<file path="src/rtl/alu_pkg.sv">
// rtl/alu_pkg.sv - ALU opcodes, writeback entry and buffer state shared by the writeback stage (ALU_WB_FLAGS_EN adds flag bits to the entry)
package alu_pkg;

  localparam logic [3:0] ALU_HOLD = 4'b0000;
  localparam logic [3:0] ALU_ADD  = 4'b0001;
  localparam logic [3:0] ALU_SUB  = 4'b0010;
  localparam logic [3:0] ALU_AND  = 4'b0101;
  localparam logic [3:0] ALU_OR   = 4'b0110;
  localparam logic [3:0] ALU_NOT  = 4'b0111;
  localparam logic [3:0] ALU_XOR  = 4'b1000;
  localparam logic [3:0] ALU_SHL  = 4'b1001;
  localparam logic [3:0] ALU_PASS = 4'b1011;

  // Widest destination index an entry can carry; instances narrow it on output.
  localparam int DEST_MAX_W = 8;

  typedef struct packed {
    logic ovf;
    logic carry;
    logic eq;
  } alu_flags_t;

  typedef struct packed {
    logic [31:0]           result;
    logic [DEST_MAX_W-1:0] dest;
`ifdef ALU_WB_FLAGS_EN
    alu_flags_t            flags;
`endif
  } wb_entry_t;

  typedef enum logic [1:0] {
    ST_EMPTY = 2'd0,
    ST_ONE   = 2'd1,
    ST_FULL  = 2'd2
  } wb_state_e;

endpackage

</file>
<file path="src/rtl/alu_wb_stage_if.sv">
// rtl/alu_wb_stage_if.sv - ALU result intake and register-file writeback handshake bundle
interface alu_wb_stage_if #(
  parameter int REG_IDX_W = 5
);

  logic                 InValid;
  logic                 InReady;
  logic [31:0]          OperandA;
  logic [31:0]          OperandB;
  logic [3:0]           ALUsel;
  logic [31:0]          ALUResult;
  logic [REG_IDX_W-1:0] InDest;

  logic                 OutValid;
  logic                 OutReady;
  logic [31:0]          WbData;
  logic [REG_IDX_W-1:0] WbDest;
  logic                 Carry;
  logic                 Overflow;
  logic                 Equal;
  logic [2:0]           FlagsQ;

  modport master (
    output InValid, OperandA, OperandB, ALUsel, ALUResult, InDest, OutReady,
    input  InReady, OutValid, WbData, WbDest, Carry, Overflow, Equal, FlagsQ
  );

  modport slave (
    input  InValid, OperandA, OperandB, ALUsel, ALUResult, InDest, OutReady,
    output InReady, OutValid, WbData, WbDest, Carry, Overflow, Equal, FlagsQ
  );

endinterface

</file>
<file path="src/rtl/alu_flag_calc.sv">
// rtl/alu_flag_calc.sv - combinational carry/overflow/equal flags from the ALU operands and opcode
module alu_flag_calc
  import alu_pkg::*;
(
  input  logic [31:0] operand_a,
  input  logic [31:0] operand_b,
  input  logic [3:0]  alusel,
  output alu_flags_t  flags
);

  logic [32:0] sum;
  logic [31:0] diff;
  logic        add_ovf;
  logic        sub_ovf;
  logic        unused_low_bits;

  assign sum  = {1'b0, operand_a} + {1'b0, operand_b};
  assign diff = operand_a - operand_b;

  // Signed overflow: result sign disagrees with an operand sign the operation should preserve.
  assign add_ovf = (operand_a[31] == operand_b[31]) && (sum[31] != operand_a[31]);
  assign sub_ovf = (operand_a[31] != operand_b[31]) && (diff[31] != operand_a[31]);

  assign unused_low_bits = ^{sum[30:0], diff[30:0]};

  always_comb begin
    flags    = '0;
    flags.eq = (operand_a == operand_b);
    case (alusel)
      ALU_SUB: begin
        flags.carry = (operand_a >= operand_b);
        flags.ovf   = sub_ovf;
      end
      ALU_HOLD, ALU_AND, ALU_OR, ALU_NOT, ALU_XOR, ALU_SHL, ALU_PASS: begin
        flags.carry = 1'b0;
        flags.ovf   = 1'b0;
      end
      default: begin
        flags.carry = sum[32];
        flags.ovf   = add_ovf;
      end
    endcase
  end

endmodule

</file>
<file path="src/rtl/alu_wb_stage.sv">
// rtl/alu_wb_stage.sv - 2-entry skid buffer between ALU and register file writeback; ALU_WB_FLAGS_EN enables flag tracking
module alu_wb_stage
  import alu_pkg::*;
#(
  parameter int REG_IDX_W = 5
) (
  input logic           Clk,
  input logic           Rst_n,
  alu_wb_stage_if.slave bus
);

  wb_state_e state_q, state_d;
  wb_entry_t head_q, skid_q, new_entry;
  logic      in_ready_q;
  logic      push, pop;
  logic      unused_dest;

  assign push = bus.InValid && in_ready_q;
  assign pop  = (state_q != ST_EMPTY) && bus.OutReady;

`ifdef ALU_WB_FLAGS_EN
  alu_flags_t new_flags, flags_q;

  alu_flag_calc u_flag_calc (
    .operand_a (bus.OperandA),
    .operand_b (bus.OperandB),
    .alusel    (bus.ALUsel),
    .flags     (new_flags)
  );
`else
  logic unused_operands;
  assign unused_operands = ^{bus.OperandA, bus.OperandB, bus.ALUsel};
`endif

  always_comb begin
    new_entry        = '0;
    new_entry.result = bus.ALUResult;
    new_entry.dest   = DEST_MAX_W'(bus.InDest);
`ifdef ALU_WB_FLAGS_EN
    new_entry.flags  = new_flags;
`endif
  end

  always_comb begin
    state_d = state_q;
    case (state_q)
      ST_EMPTY: if (push) state_d = ST_ONE;
      ST_ONE: begin
        if (push && !pop)      state_d = ST_FULL;
        else if (pop && !push) state_d = ST_EMPTY;
      end
      ST_FULL:  if (pop) state_d = ST_ONE;
      default:  state_d = ST_EMPTY;
    endcase
  end

  // InReady is registered from the next state so OutReady never reaches it combinationally.
  always_ff @(posedge Clk or negedge Rst_n) begin
    if (!Rst_n) begin
      state_q    <= ST_EMPTY;
      in_ready_q <= 1'b0;
      head_q     <= '0;
      skid_q     <= '0;
    end else begin
      state_q    <= state_d;
      in_ready_q <= (state_d != ST_FULL);
      case (state_q)
        ST_EMPTY: if (push) head_q <= new_entry;
        ST_ONE: begin
          if (push && pop) head_q <= new_entry;
          else if (push)   skid_q <= new_entry;
        end
        ST_FULL:  if (pop) head_q <= skid_q;
        default: ;
      endcase
    end
  end

  assign bus.InReady  = in_ready_q;
  assign bus.OutValid = (state_q != ST_EMPTY);
  assign bus.WbData   = head_q.result;
  assign bus.WbDest   = head_q.dest[REG_IDX_W-1:0];
  assign unused_dest  = ^head_q.dest;

`ifdef ALU_WB_FLAGS_EN
  always_ff @(posedge Clk or negedge Rst_n) begin
    if (!Rst_n)   flags_q <= '0;
    else if (pop) flags_q <= head_q.flags;
  end

  assign bus.Carry    = head_q.flags.carry;
  assign bus.Overflow = head_q.flags.ovf;
  assign bus.Equal    = head_q.flags.eq;
  assign bus.FlagsQ   = flags_q;
`else
  assign bus.Carry    = 1'b0;
  assign bus.Overflow = 1'b0;
  assign bus.Equal    = 1'b0;
  assign bus.FlagsQ   = 3'b000;
`endif

endmodule

</file>
<file path="src/flat_wrapper.sv">
// flat-port wrapper written by rule: the top's interface ports become plain ports
module alu_wb_stage_flat import alu_pkg::*;
#(
  parameter int REG_IDX_W = 5
)
  (Clk, Rst_n, bus_InValid, bus_OperandA, bus_OperandB, bus_ALUsel, bus_ALUResult, bus_InDest, bus_OutReady, bus_InReady, bus_OutValid, bus_WbData, bus_WbDest, bus_Carry, bus_Overflow, bus_Equal, bus_FlagsQ);
  alu_wb_stage_if #(.REG_IDX_W(REG_IDX_W)) bus_i ();
  input logic Clk;
  input logic Rst_n;
  input wire logic [$bits(bus_i.InValid)-1:0] bus_InValid;
  input wire logic [$bits(bus_i.OperandA)-1:0] bus_OperandA;
  input wire logic [$bits(bus_i.OperandB)-1:0] bus_OperandB;
  input wire logic [$bits(bus_i.ALUsel)-1:0] bus_ALUsel;
  input wire logic [$bits(bus_i.ALUResult)-1:0] bus_ALUResult;
  input wire logic [$bits(bus_i.InDest)-1:0] bus_InDest;
  input wire logic [$bits(bus_i.OutReady)-1:0] bus_OutReady;
  output wire logic [$bits(bus_i.InReady)-1:0] bus_InReady;
  output wire logic [$bits(bus_i.OutValid)-1:0] bus_OutValid;
  output wire logic [$bits(bus_i.WbData)-1:0] bus_WbData;
  output wire logic [$bits(bus_i.WbDest)-1:0] bus_WbDest;
  output wire logic [$bits(bus_i.Carry)-1:0] bus_Carry;
  output wire logic [$bits(bus_i.Overflow)-1:0] bus_Overflow;
  output wire logic [$bits(bus_i.Equal)-1:0] bus_Equal;
  output wire logic [$bits(bus_i.FlagsQ)-1:0] bus_FlagsQ;
  assign bus_i.InValid = bus_InValid;
  assign bus_i.OperandA = bus_OperandA;
  assign bus_i.OperandB = bus_OperandB;
  assign bus_i.ALUsel = bus_ALUsel;
  assign bus_i.ALUResult = bus_ALUResult;
  assign bus_i.InDest = bus_InDest;
  assign bus_i.OutReady = bus_OutReady;
  assign bus_InReady = bus_i.InReady;
  assign bus_OutValid = bus_i.OutValid;
  assign bus_WbData = bus_i.WbData;
  assign bus_WbDest = bus_i.WbDest;
  assign bus_Carry = bus_i.Carry;
  assign bus_Overflow = bus_i.Overflow;
  assign bus_Equal = bus_i.Equal;
  assign bus_FlagsQ = bus_i.FlagsQ;
  alu_wb_stage #(.REG_IDX_W(REG_IDX_W)) u_core (.Clk(Clk), .Rst_n(Rst_n), .bus(bus_i));
endmodule
</file>
<file path="config.mk">
export PLATFORM = sky130hd
export DESIGN_NAME = alu_wb_stage_flat
export DESIGN_NICKNAME = d
export VERILOG_FILES = /design/src/rtl/alu_pkg.sv /design/src/rtl/alu_wb_stage_if.sv /design/src/rtl/alu_flag_calc.sv /design/src/rtl/alu_wb_stage.sv /design/src/flat_wrapper.sv
export SDC_FILE = /design/constraint.sdc
export NUM_CORES = 1
export LEC_CHECK = 0
export ABC_CLOCK_PERIOD_IN_PS = 2100
export CAP_MARGIN = 15
export CORE_MARGIN = 2
export CORE_UTILIZATION = 40
export CTS_BUF_LIST = sky130_fd_sc_hd__clkbuf_4
export CTS_CLUSTER_SIZE = 14
export DETAILED_ROUTE_END_ITERATION = 10
export PLACE_DENSITY = 0.78
export SYNTH_ARGS = -nofsm -noshare
export SYNTH_HDL_FRONTEND = slang
export SYNTH_SLANG_ARGS = --single-unit
</file>
<file path="constraint.sdc">
create_clock -name Clk -period 2.1 [get_ports Clk]
set_clock_uncertainty 0.2 [all_clocks]
set_input_delay 0.42 -clock Clk [delete_from_list [all_inputs] [get_ports Clk]]
set_output_delay 0.42 -clock Clk [all_outputs]
set_load 0.05 [all_outputs]
</file>
==> metrics.md <==
| Metric | Value |
|---|---|
| H-tree Lvls | 3 |
| Gr usage total | 16.8% |
| CP required | 1.48 ns |
| TritonCTS Buffers | 9 |
| Antenna diodes | 0 |
| Int Power | 3.88 mW |
| Logic pwr share | 49.5% |
| Vias in the first global route | 2275 |
| RSZ-0062 raised after global routing | no |
| Delay of the slowest critical-path stage | 0.45 ns |
| First-pass GRT wire length | 11500 µm |
| Slew Viols, Final | 0 |
| Syn_area_per_cell | 14.4 µm² |
| Area of the core | 8090 µm² |
| Critical path class | reg2out |
| Startpoint type of the worst setup path | flip-flop |
| CTS sink cnt | 77 |
| Yosys warns | 0 |
| Worst VDD drop | 0.000774 V |
| Worst-path clk slew | 0.12 ns |
| CP Max Fanout | 8 |
| Cells along the critical path | or2_2, buf_4 |
| Hold Path Class | in2async |
| Gpl congestion | 0.732 |
| Via count | 2277 |
| Max Cap Viol | 0 |
| Reg2reg path depth | 4 |
| Fin crit period | 2.00 ns |
| DPL Wire Length | 4800 µm |
| Wire length per cell | 16.3 µm |
| Fin nets | 427 |
| Die height | 94.8 µm |
| Final Cell Area | 4340 µm² |
| Postcts setup bufs | 0 |
| Gate Count Post-Synth | 229 |
| Outcome | finished clean |
| Yosys reg bits | 77 |
| Starting Density | 40.8% |
| Post-synth cell types | 24 |
| Crit path max-delay cell type | dfrtp_1 |
| Iter 0 DRT Violations | 53 |
| CP Depth | 2 |
| PwrDens | 1560 nW/µm² |
| Switching Share | 42.8% |
| Via/cell ratio | 5.33 |
| Pre-Repair DR Iteration Count | 4 |
| Cell Area, Synth | 3300 µm² |
| Critical path endpoint category | output pin |
| Final count of negative-setup-slack endpoints | 0 |
| Layout area overhead | 31.5% |
| CTS tree | built |
| Crit path buf inv count | 1 |
| CTS max path bufs | 2 |
| Period Utilization, post-route | 95.2% |
| Largest net degree at the start of global routing | 45 |
| Area of the multi-input gates | 1220 µm² |
| Sequential-to-total area share from yosys stat | 58.4% |
| Final ANT Viol Nets | 0 |
| Worst EP arrival | 1.38 ns |
| CP delay by family, top | flip-flops |
| Commonest non-fill, non-tap cells in the layout | 77 x dfrtp_1, 41 x buf_4, 39 x clkdlybuf4s50_1 |
| Die width | 94.8 µm |
| Max Fclk | 500 MHz |
| Clock network power share | 12.3% |
| Leak | 1.80 nW |
| Initial antenna violation count | 0 |
| Post-Route WL | 6980 µm |
| Register area | 1930 µm² |
| Io pins | 154 |
| Fin. Hold Viols | 0 |
| NetSw | 2.90 mW |
| Tot Pwr | 6.78 mW |
| Commonest non-fill, non-tap cell in the layout | dfrtp_1 |
| Fillers | 707 |
| Share of layout cells above drive strength 1 | 30.7% |
| Gr ovfl total | 0 |
| Clock Tree Root | clkbuf_4 |
| Skew-Pair Late Insertion Delay | 0.41 ns |
| Row Count | 33 |
| I/O Buffers | 79 |
| DIE AREA | 8990 µm² |
| Placed Area | 4220 µm² |
| Reg power frac | 38.2% |
| DRC errors left | 0 |
-- layout make-up --
type,count,share of cell area [%]
clock buffer,9,1.56
clock inverter,6,1.27
inverter,1,0.0865
multi-input combinational,131,28.1
sequential,77,44.4
tap,105,3.03
timing repair buffer,98,21.6
-- synth_stat cells --
cell type,count,area (µm²)
dfrtp_1,77,1930
o21a_1,37,278
o32a_1,37,370
mux2_2,33,372
buf_2,12,60.1
buf_6,7,78.8
buf_4,6,45.0
mux2_1,4,45.0
a21o_1,1,7.51
a21oi_1,1,5.00
and3b_1,1,8.76
conb_1,1,3.75
inv_1,1,3.75
mux2i_1,1,10.0
nand2_1,1,3.75
nand2_4,1,11.3
nand2b_1,1,6.26
nand3b_1,1,7.51
nand3b_4,1,20.0
nand4b_1,1,8.76
nor2b_1,1,6.26
o21ai_2,1,8.76
o22ai_1,1,6.26
or2_2,1,6.26
-- logic make-up after synthesis --
group | synth area share, %
multiplexers | 12.9
AO/OA/AOI/OAI | 20.5
other | 0.114
flip-flops | 58.4
AND/OR/NAND/NOR | 2.39
buffers and inverters | 5.69
-- worst reg2reg max path, delay by kind of cell, from the launching register on --
kind / cells / cell delay (ns)
buf+inv: 1 / 0.17
flops: 1 / 0.45
mux: 1 / 0.32
simple gates: 2 / 0.40
-- sequential cells by signal (all words and copies together), names as in the netlist --
name / cells
u_core.bus.WbData: 32
u_core.skid_q: 37
u_core.bus.InReady: 1
u_core.state_q: 2
u_core.bus.WbDest: 5
-- stage by stage --
step | TNS, ns | worst slack (ns) | util, % | cells | hold WS (ns)
2_1_floorplan | 0 | 0.227 | - | 234 | -0.0756
3_3_place_gp | -0.265 | -0.0131 | 52.1 | 411 | 0.191
3_5_place_dp | -0.623 | -0.0326 | 52.1 | 411 | 0.200
4_1_cts | 0 | 0.0697 | 53.6 | 427 | 0.271
5_1_grt | 0 | 0.00179 | 53.6 | 427 | 0.276
6_report | 0 | 0.101 | 53.6 | 427 | 0.275
-- repair_timing --
action / in CTS / in global routing
gates resized for setup: 10 / 0
setup endpoints to repair: 10 / 0
endpoints found under the hold margin: 33 / 0
hold buffers: 1 / 0
-- path summary, 6_finish.rpt --
kind,startpoint,endpoint,slack [ns]
worst min register to register,u_core.bus.WbData[8],u_core.bus.WbData[8],0.30
worst max register to register,u_core.state_q[1],u_core.skid_q[21],0.45
worst min-delay path,Rst_n,u_core.bus.WbData[8],0.27
min in group Clk,u_core.bus.WbData[8],u_core.bus.WbData[8],0.30
worst max-delay path,u_core.state_q[1],bus_OutValid,0.10
max in group asynchronous,Rst_n,u_core.skid_q[36],0.82
-- power groups by stage --
stage	registers, mW	clock network (mW)	logic (mW)
after CTS	2.59	0.867	3.40
final	2.59	0.831	3.36
after floorplan	3.79	0	1.17
after global routing	2.69	0.934	3.55
after detailed placement	2.63	0	3.46
after global placement	2.58	0	3.39
-- metal layers --
layer  track usage, %  vias up  wire, µm
met3             4.79        9       416
li1                 -     1047         -
met4             5.43        0        58
met1             22.4     1154      3170
met5                0        -         0
met2             26.7       67      3340
Note: power is estimated with default switching activity, not from simulation.
